`src/rtl/irq_sched_pkg.sv`:
```
// irq_sched_pkg: shared state encodings and constants for the MSI interrupt scheduler
package irq_sched_pkg;
  localparam int MSI_VEC_W   = 8;
  localparam int DEF_HOLDOFF = 100;
  typedef enum logic [2:0] {
    IDLE    = 3'b001,
    ASSERT  = 3'b010,
    HOLDOFF = 3'b100
  } state_t;
endpackage

```
`src/rtl/irq_sched_if.sv`:
```
// irq_sched_if: collapser request/ack lines plus the PCIe endpoint cfg_interrupt handshake
interface irq_sched_if #(parameter int NREQ = 2);
  import irq_sched_pkg::*;
  logic [NREQ-1:0]      req_data_rdy;
  logic [NREQ-1:0]      req_data_rdy_ack;
  logic                 cfg_interrupt_msienable;
  logic                 cfg_interrupt_n;
  logic                 cfg_interrupt_rdy_n;
  logic [MSI_VEC_W-1:0] cfg_interrupt_di;
  modport master (
    input  req_data_rdy, cfg_interrupt_msienable, cfg_interrupt_rdy_n,
    output req_data_rdy_ack, cfg_interrupt_n, cfg_interrupt_di
  );
  modport slave (
    output req_data_rdy, cfg_interrupt_msienable, cfg_interrupt_rdy_n,
    input  req_data_rdy_ack, cfg_interrupt_n, cfg_interrupt_di
  );
endinterface

```
`src/rtl/irq_sched_rr_arbiter.sv`:
```
// rr_arbiter: combinational round-robin pick of the first request at or after ptr, wrapping
module rr_arbiter #(
  parameter int NREQ = 2,
  parameter int IW   = NREQ > 1 ? $clog2(NREQ) : 1
) (
  input  logic [NREQ-1:0] i_req,
  input  logic [IW-1:0]   i_ptr,
  output logic            o_grant_valid,
  output logic [IW-1:0]   o_grant_idx
);
  always_comb begin
    o_grant_valid = |i_req;
    o_grant_idx   = '0;
    // scan farthest-first so the closest index to ptr is the last one written
    for (int k = NREQ - 1; k >= 0; k--)
      if (i_req[(int'(i_ptr) + k) % NREQ]) o_grant_idx = IW'((int'(i_ptr) + k) % NREQ);
  end
endmodule

```
`src/rtl/irq_sched.sv`:
```
// irq_sched: coalesces collapser requests into pending bits and issues moderated MSIs round-robin
module irq_sched
  import irq_sched_pkg::*;
#(
  parameter int NREQ      = 2,
  parameter int HOLDOFF_W = 16,
  parameter int VEC_BASE  = 0
) (
  input  logic                 clk,
  input  logic                 rst,
  irq_sched_if.master          bus,
  input  logic                 irq_en,
  input  logic [HOLDOFF_W-1:0] irq_holdoff,
  output logic [NREQ-1:0]      pending
);
  localparam int IW = NREQ > 1 ? $clog2(NREQ) : 1;
  state_t               r_state, w_state;
  logic [NREQ-1:0]      r_ack, r_pend, w_cap, w_clr;
  logic [IW-1:0]        r_ptr, w_ptr, r_win, w_win, w_gidx;
  logic                 w_gvld;
  logic                 r_int_n, w_int_n;
  logic [MSI_VEC_W-1:0] r_di, w_di;
  logic [HOLDOFF_W-1:0] r_cnt, w_cnt;

  rr_arbiter #(.NREQ(NREQ), .IW(IW)) u_arb (
    .i_req        (r_pend),
    .i_ptr        (r_ptr),
    .o_grant_valid(w_gvld),
    .o_grant_idx  (w_gidx)
  );

  assign w_cap = bus.req_data_rdy & ~r_ack;

  always_comb begin
    w_state = r_state;
    w_int_n = r_int_n;
    w_di    = r_di;
    w_ptr   = r_ptr;
    w_win   = r_win;
    w_cnt   = r_cnt;
    w_clr   = '0;
    case (r_state)
      IDLE: if (irq_en && bus.cfg_interrupt_msienable && w_gvld) begin
        w_state = ASSERT;
        w_int_n = 1'b0;
        w_win   = w_gidx;
        w_di    = MSI_VEC_W'(VEC_BASE + int'(w_gidx));
      end
      ASSERT: if (!bus.cfg_interrupt_rdy_n) begin
        w_state      = HOLDOFF;
        w_int_n      = 1'b1;
        w_clr[r_win] = 1'b1;
        w_ptr        = IW'((int'(r_win) + 1) % NREQ);
        w_cnt        = irq_holdoff;
      end
      HOLDOFF: if (r_cnt == '0) w_state = IDLE; else w_cnt = r_cnt - 1'b1;
      default: w_state = IDLE;
    endcase
  end

  // capture is OR'ed in after the clear so a same-cycle re-request stays pending
  always_ff @(posedge clk) begin
    if (rst) begin
      r_state <= IDLE;
      r_int_n <= 1'b1;
      r_di    <= '0;
      r_ptr   <= '0;
      r_win   <= '0;
      r_cnt   <= '0;
      r_ack   <= '0;
      r_pend  <= '0;
    end else begin
      r_state <= w_state;
      r_int_n <= w_int_n;
      r_di    <= w_di;
      r_ptr   <= w_ptr;
      r_win   <= w_win;
      r_cnt   <= w_cnt;
      r_ack   <= w_cap;
      r_pend  <= (r_pend & ~w_clr) | w_cap;
    end
  end

  assign bus.req_data_rdy_ack = r_ack;
  assign bus.cfg_interrupt_n  = r_int_n;
  assign bus.cfg_interrupt_di = r_di;
  assign pending              = r_pend;
endmodule

```
`src/flat_wrapper.sv`:
```
// flat-port wrapper written by rule: the top's interface ports become plain ports
module irq_sched_flat import irq_sched_pkg::*;
#(
  parameter int NREQ      = 2,
  parameter int HOLDOFF_W = 16,
  parameter int VEC_BASE  = 0
)
  (clk, rst, irq_en, irq_holdoff, pending, bus_req_data_rdy, bus_cfg_interrupt_msienable, bus_cfg_interrupt_rdy_n, bus_req_data_rdy_ack, bus_cfg_interrupt_n, bus_cfg_interrupt_di);
  irq_sched_if #(.NREQ(NREQ)) bus_i ();
  input  logic clk;
  input  logic rst;
  input  logic irq_en;
  input  logic [HOLDOFF_W-1:0] irq_holdoff;
  output logic [NREQ-1:0] pending;
  input wire logic [$bits(bus_i.req_data_rdy)-1:0] bus_req_data_rdy;
  input wire logic [$bits(bus_i.cfg_interrupt_msienable)-1:0] bus_cfg_interrupt_msienable;
  input wire logic [$bits(bus_i.cfg_interrupt_rdy_n)-1:0] bus_cfg_interrupt_rdy_n;
  output wire logic [$bits(bus_i.req_data_rdy_ack)-1:0] bus_req_data_rdy_ack;
  output wire logic [$bits(bus_i.cfg_interrupt_n)-1:0] bus_cfg_interrupt_n;
  output wire logic [$bits(bus_i.cfg_interrupt_di)-1:0] bus_cfg_interrupt_di;
  assign bus_i.req_data_rdy = bus_req_data_rdy;
  assign bus_i.cfg_interrupt_msienable = bus_cfg_interrupt_msienable;
  assign bus_i.cfg_interrupt_rdy_n = bus_cfg_interrupt_rdy_n;
  assign bus_req_data_rdy_ack = bus_i.req_data_rdy_ack;
  assign bus_cfg_interrupt_n = bus_i.cfg_interrupt_n;
  assign bus_cfg_interrupt_di = bus_i.cfg_interrupt_di;
  irq_sched #(.NREQ(NREQ), .HOLDOFF_W(HOLDOFF_W), .VEC_BASE(VEC_BASE)) u_core (.clk(clk), .rst(rst), .bus(bus_i), .irq_en(irq_en), .irq_holdoff(irq_holdoff), .pending(pending));
endmodule
```
`config.mk`:
```
export PLATFORM = sky130hd
export DESIGN_NAME = irq_sched_flat
export DESIGN_NICKNAME = d
export VERILOG_FILES = /design/src/rtl/irq_sched_pkg.sv /design/src/rtl/irq_sched_if.sv /design/src/rtl/irq_sched_rr_arbiter.sv /design/src/rtl/irq_sched.sv /design/src/flat_wrapper.sv
export SDC_FILE = /design/constraint.sdc
export NUM_CORES = 1
export LEC_CHECK = 0
export CAP_MARGIN = 20
export CORE_UTILIZATION = 45
export DETAILED_ROUTE_END_ITERATION = 16
export PLACE_DENSITY = 0.7
export REMOVE_ABC_BUFFERS = 1
export SLEW_MARGIN = 30
export SYNTH_ARGS = -nofsm -noshare
export SYNTH_HDL_FRONTEND = slang
export SYNTH_SLANG_ARGS = --single-unit
```
`constraint.sdc`:
```
create_clock -name clk -period 2.2 [get_ports clk]
set_clock_uncertainty 0.1 [all_clocks]
set_input_delay 0.44 -clock clk [delete_from_list [all_inputs] [get_ports clk]]
set_output_delay 0.44 -clock clk [all_outputs]
set_load 0.01 [all_outputs]
```
==> metrics.md <==
| Metric | Value |
|---|---|
| Nets | 253 |
| Critical Path Source Type | input port |
| Design area | 0.00192 mm^2 |
| Max Buffers Root-to-Sink | 2 |
| R2R setup slack | 120 ps |
| # setup viols final | 0 |
| Total GRT Usage | 22.3% |
| EDFF count, synth | 0 |
| Fin cells | 272 |
| Finished Core Util | 61.4% |
| Area of the multi-input gates | 893 um^2 |
| Clk Latency, worst-skew pair | 330 ps |
| Initial DRC Count | 109 |
| H-tree Lvls | 1 |
| Via count | 1,547 |
| Mapped cell area | 0.00153 mm^2 |
| Vias in the first global route | 1,369 |
| Power Total | 0.000845 W |
| Yosys cell types | 47 |
| Hold path cells | 1 |
| Peak VDD IR | 243 uV |
| TritonCTS clock tree | done |
| Worst R2R Start | u_core.r_cnt[6] |
| Core Region | 0.00313 mm^2 |
| Global route total overflow | 0 |
| CTS root buf | clkbuf_4 |
| Hold_buf cts | 0 |
| Hold Path End | u_core.bus.req_data_rdy_ack[1] |
| Critical Path AT | 2210 ps |
| Final hold slack | 342 ps |
| RSZ-0062 raised after global routing | no |
| First-pass GRT wire length | 6110 um |
| Antenna Nets Post-Route | 0 |
| Max-Cap Viols | 0 |
| R2R cell count | 6 |
| Drt drc | 0 |
| Total CTS buffers | 3 |
| CP Class | in -> reg |
| Hpwl dp | 2630 um |
| Syn Inst Count | 194 |
| Fraction of registers with async set or reset after synthesis | 0% |
| # fillers | 300 |
| Routed wire per std cell | 13.4 um |
| Lkg Pwr | 0.739 nW |
| Drt pass-1 iters | 4 |
| Final Wtd Congestion | 0.937 |
| Most common cell after layout, fill and taps aside | clkdlybuf4s50_1 |
| Layout cells sized above 1 | 13.6% |
| Crit Reg-Reg Endpoint | u_core.r_cnt[12] |
| Final period utilization | 94.7% |
| Yosys warns | 0 |
| FMAX | 480 MHz |
| Pwr Density | 440 mW/mm^2 |
| Status | complete, no violations |
| Post-DP Area | 0.00188 mm^2 |
| Sink Count | 26 |
| Crit. End Element | flip-flop |
| N_diodes | 0 |
| Final Hold Fails | 0 |
| Fin crit period | 2080 ps |
| CP Data Required Time | 2330 ps |
| FF/Latch Area | 522 um^2 |
| Pins over their slew limit | 0 |
| IO Count | 36 |
| Syn avg cell area | 7.88 um^2 |
| Placed cells | 268 |
| Drt via density | 5.69 |
| Yosys reg bits | 26 |
| IO Port Bufs | 28 |
| Die ar. | 0.00363 mm^2 |
| Worst-path maximum fanout | 8 |
| Hold Path Class | reg -> reg |
| Most frequent cells in the layout | clkdlybuf4s50_1 (28), nand2_1 (25), dfxtp_1 (25) |
| Hold wc startpoint | u_core.bus.req_data_rdy_ack[1] |
| Synth-to-Final Area Change | 25.7% |
| DIE WIDTH | 60.3 um |
| Initial antenna violation count | 0 |
| Largest net degree at the start of global routing | 27 |
| Initial core utilization | 48.9% |
| Standard-cell rows | 20 |
| Reg clk slew, reported paths | 140 ps |
| Drt total wl | 3650 um |
| Register area share after synthesis | 34.0% |
| Die Y | 60.3 um |
| Top_reg_cell synth | dfxtp_1 |
## cell usage after synthesis, drive strengths merged, types with 4 or more instances
library cell  instances  area, um^2
nor3                  8        40.0
dfxtp                26         521
nor3b                 6        45.0
clkbuf                7        26.3
nand3                 8        40.0
nor4                  4        52.6
nand2b                4        25.0
buf                  13        96.3
nand2                25        93.8
o21ai                16        80.1
nor2                 12        45.0
a21oi                25         129
a31o                  4        35.0
## how the worst max path moves through the flow
stage                                 start                to  slack [ps]  cells past startpoint
floorplan                  u_core.r_cnt[12]   u_core.r_cnt[2]        -290                      5
detailed placement  bus_cfg_interrupt_rdy_n   u_core.r_cnt[3]        -210                      6
CTS                         u_core.r_cnt[6]  u_core.r_cnt[12]          90                      6
global placement    bus_cfg_interrupt_rdy_n   u_core.r_cnt[3]        -150                      6
finish              bus_cfg_interrupt_rdy_n   u_core.r_cnt[3]         120                      6
global route                u_core.r_cnt[7]   u_core.r_cnt[0]          20                      6
## area by class of cell
type                    instances  share of cell area, %
multi-input cells             150                   46.5
flip-flops and latches         26                   27.1
inverters                       4                  0.781
well taps                      44                   2.86
clock buffers                   4                   1.89
repair buffers                 44                   20.8
## critical path, cell delays in order
cell,delay [ps]
clkdlybuf4s50_1,420
or3b_1,370
a21oi_1,180
o41a_1,350
o21ai_0,160
a32o_1,270
## power by group
group / internal (W) / total [W] / switching, W
Combinational: 0.0000631 / 0.000104 / 0.0000412
Sequential: 0.000481 / 0.000490 / 0.00000918
Clock: 0.000101 / 0.000251 / 0.000150
## metal layers
layer / track usage [%] / vias to the layer above / wire length, um
li1: - / 761 / -
met1: 29.3 / 730 / 1730
met2: 37.5 / 54 / 1730
met3: 2.81 / 2 / 163
met4: 6.64 / 0 / 20
met5: 0 / - / 0
## flip-flops by register name (all words and copies together) (netlist names)
register,flops
u_core.r_ptr,1
u_core.r_cnt,16
u_core.bus.req_data_rdy_ack,2
u_core.r_win,1
u_core.bus.cfg_interrupt_n,1
u_core.pending,2
u_core.r_state,3
## cells by family (layout without fill, tap and decap cells)
family,Yosys count,in the layout,share of synthesized area [%]
and+or+nand+nor,75,75,27.3
AOI/OAI and AO/OA,66,66,27.9
DFF,26,26,34.0
buffers and inverters,24,52,9.00
adders and majority gates,1,1,0.818
other,1,7,0.245
muxes,1,1,0.655
## stage by stage
| stage | setup WS (ps) | setup TNS [ps] |
|---|---|---|
| 2_1_floorplan | -287 | -3440 |
| 3_3_place_gp | -148 | -948 |
| 3_5_place_dp | -211 | -1800 |
| 4_1_cts | 92.7 | 0 |
| 5_1_grt | 22.0 | 0 |
| 6_report | 116 | 0 |
## repair_timing
action                                 CTS  global route
buffers inserted                         0             0
setup endpoints to repair                0             1
gates resized for setup                  0             1
endpoints found under the hold margin    0             0
(Power assumes the default switching activity.)
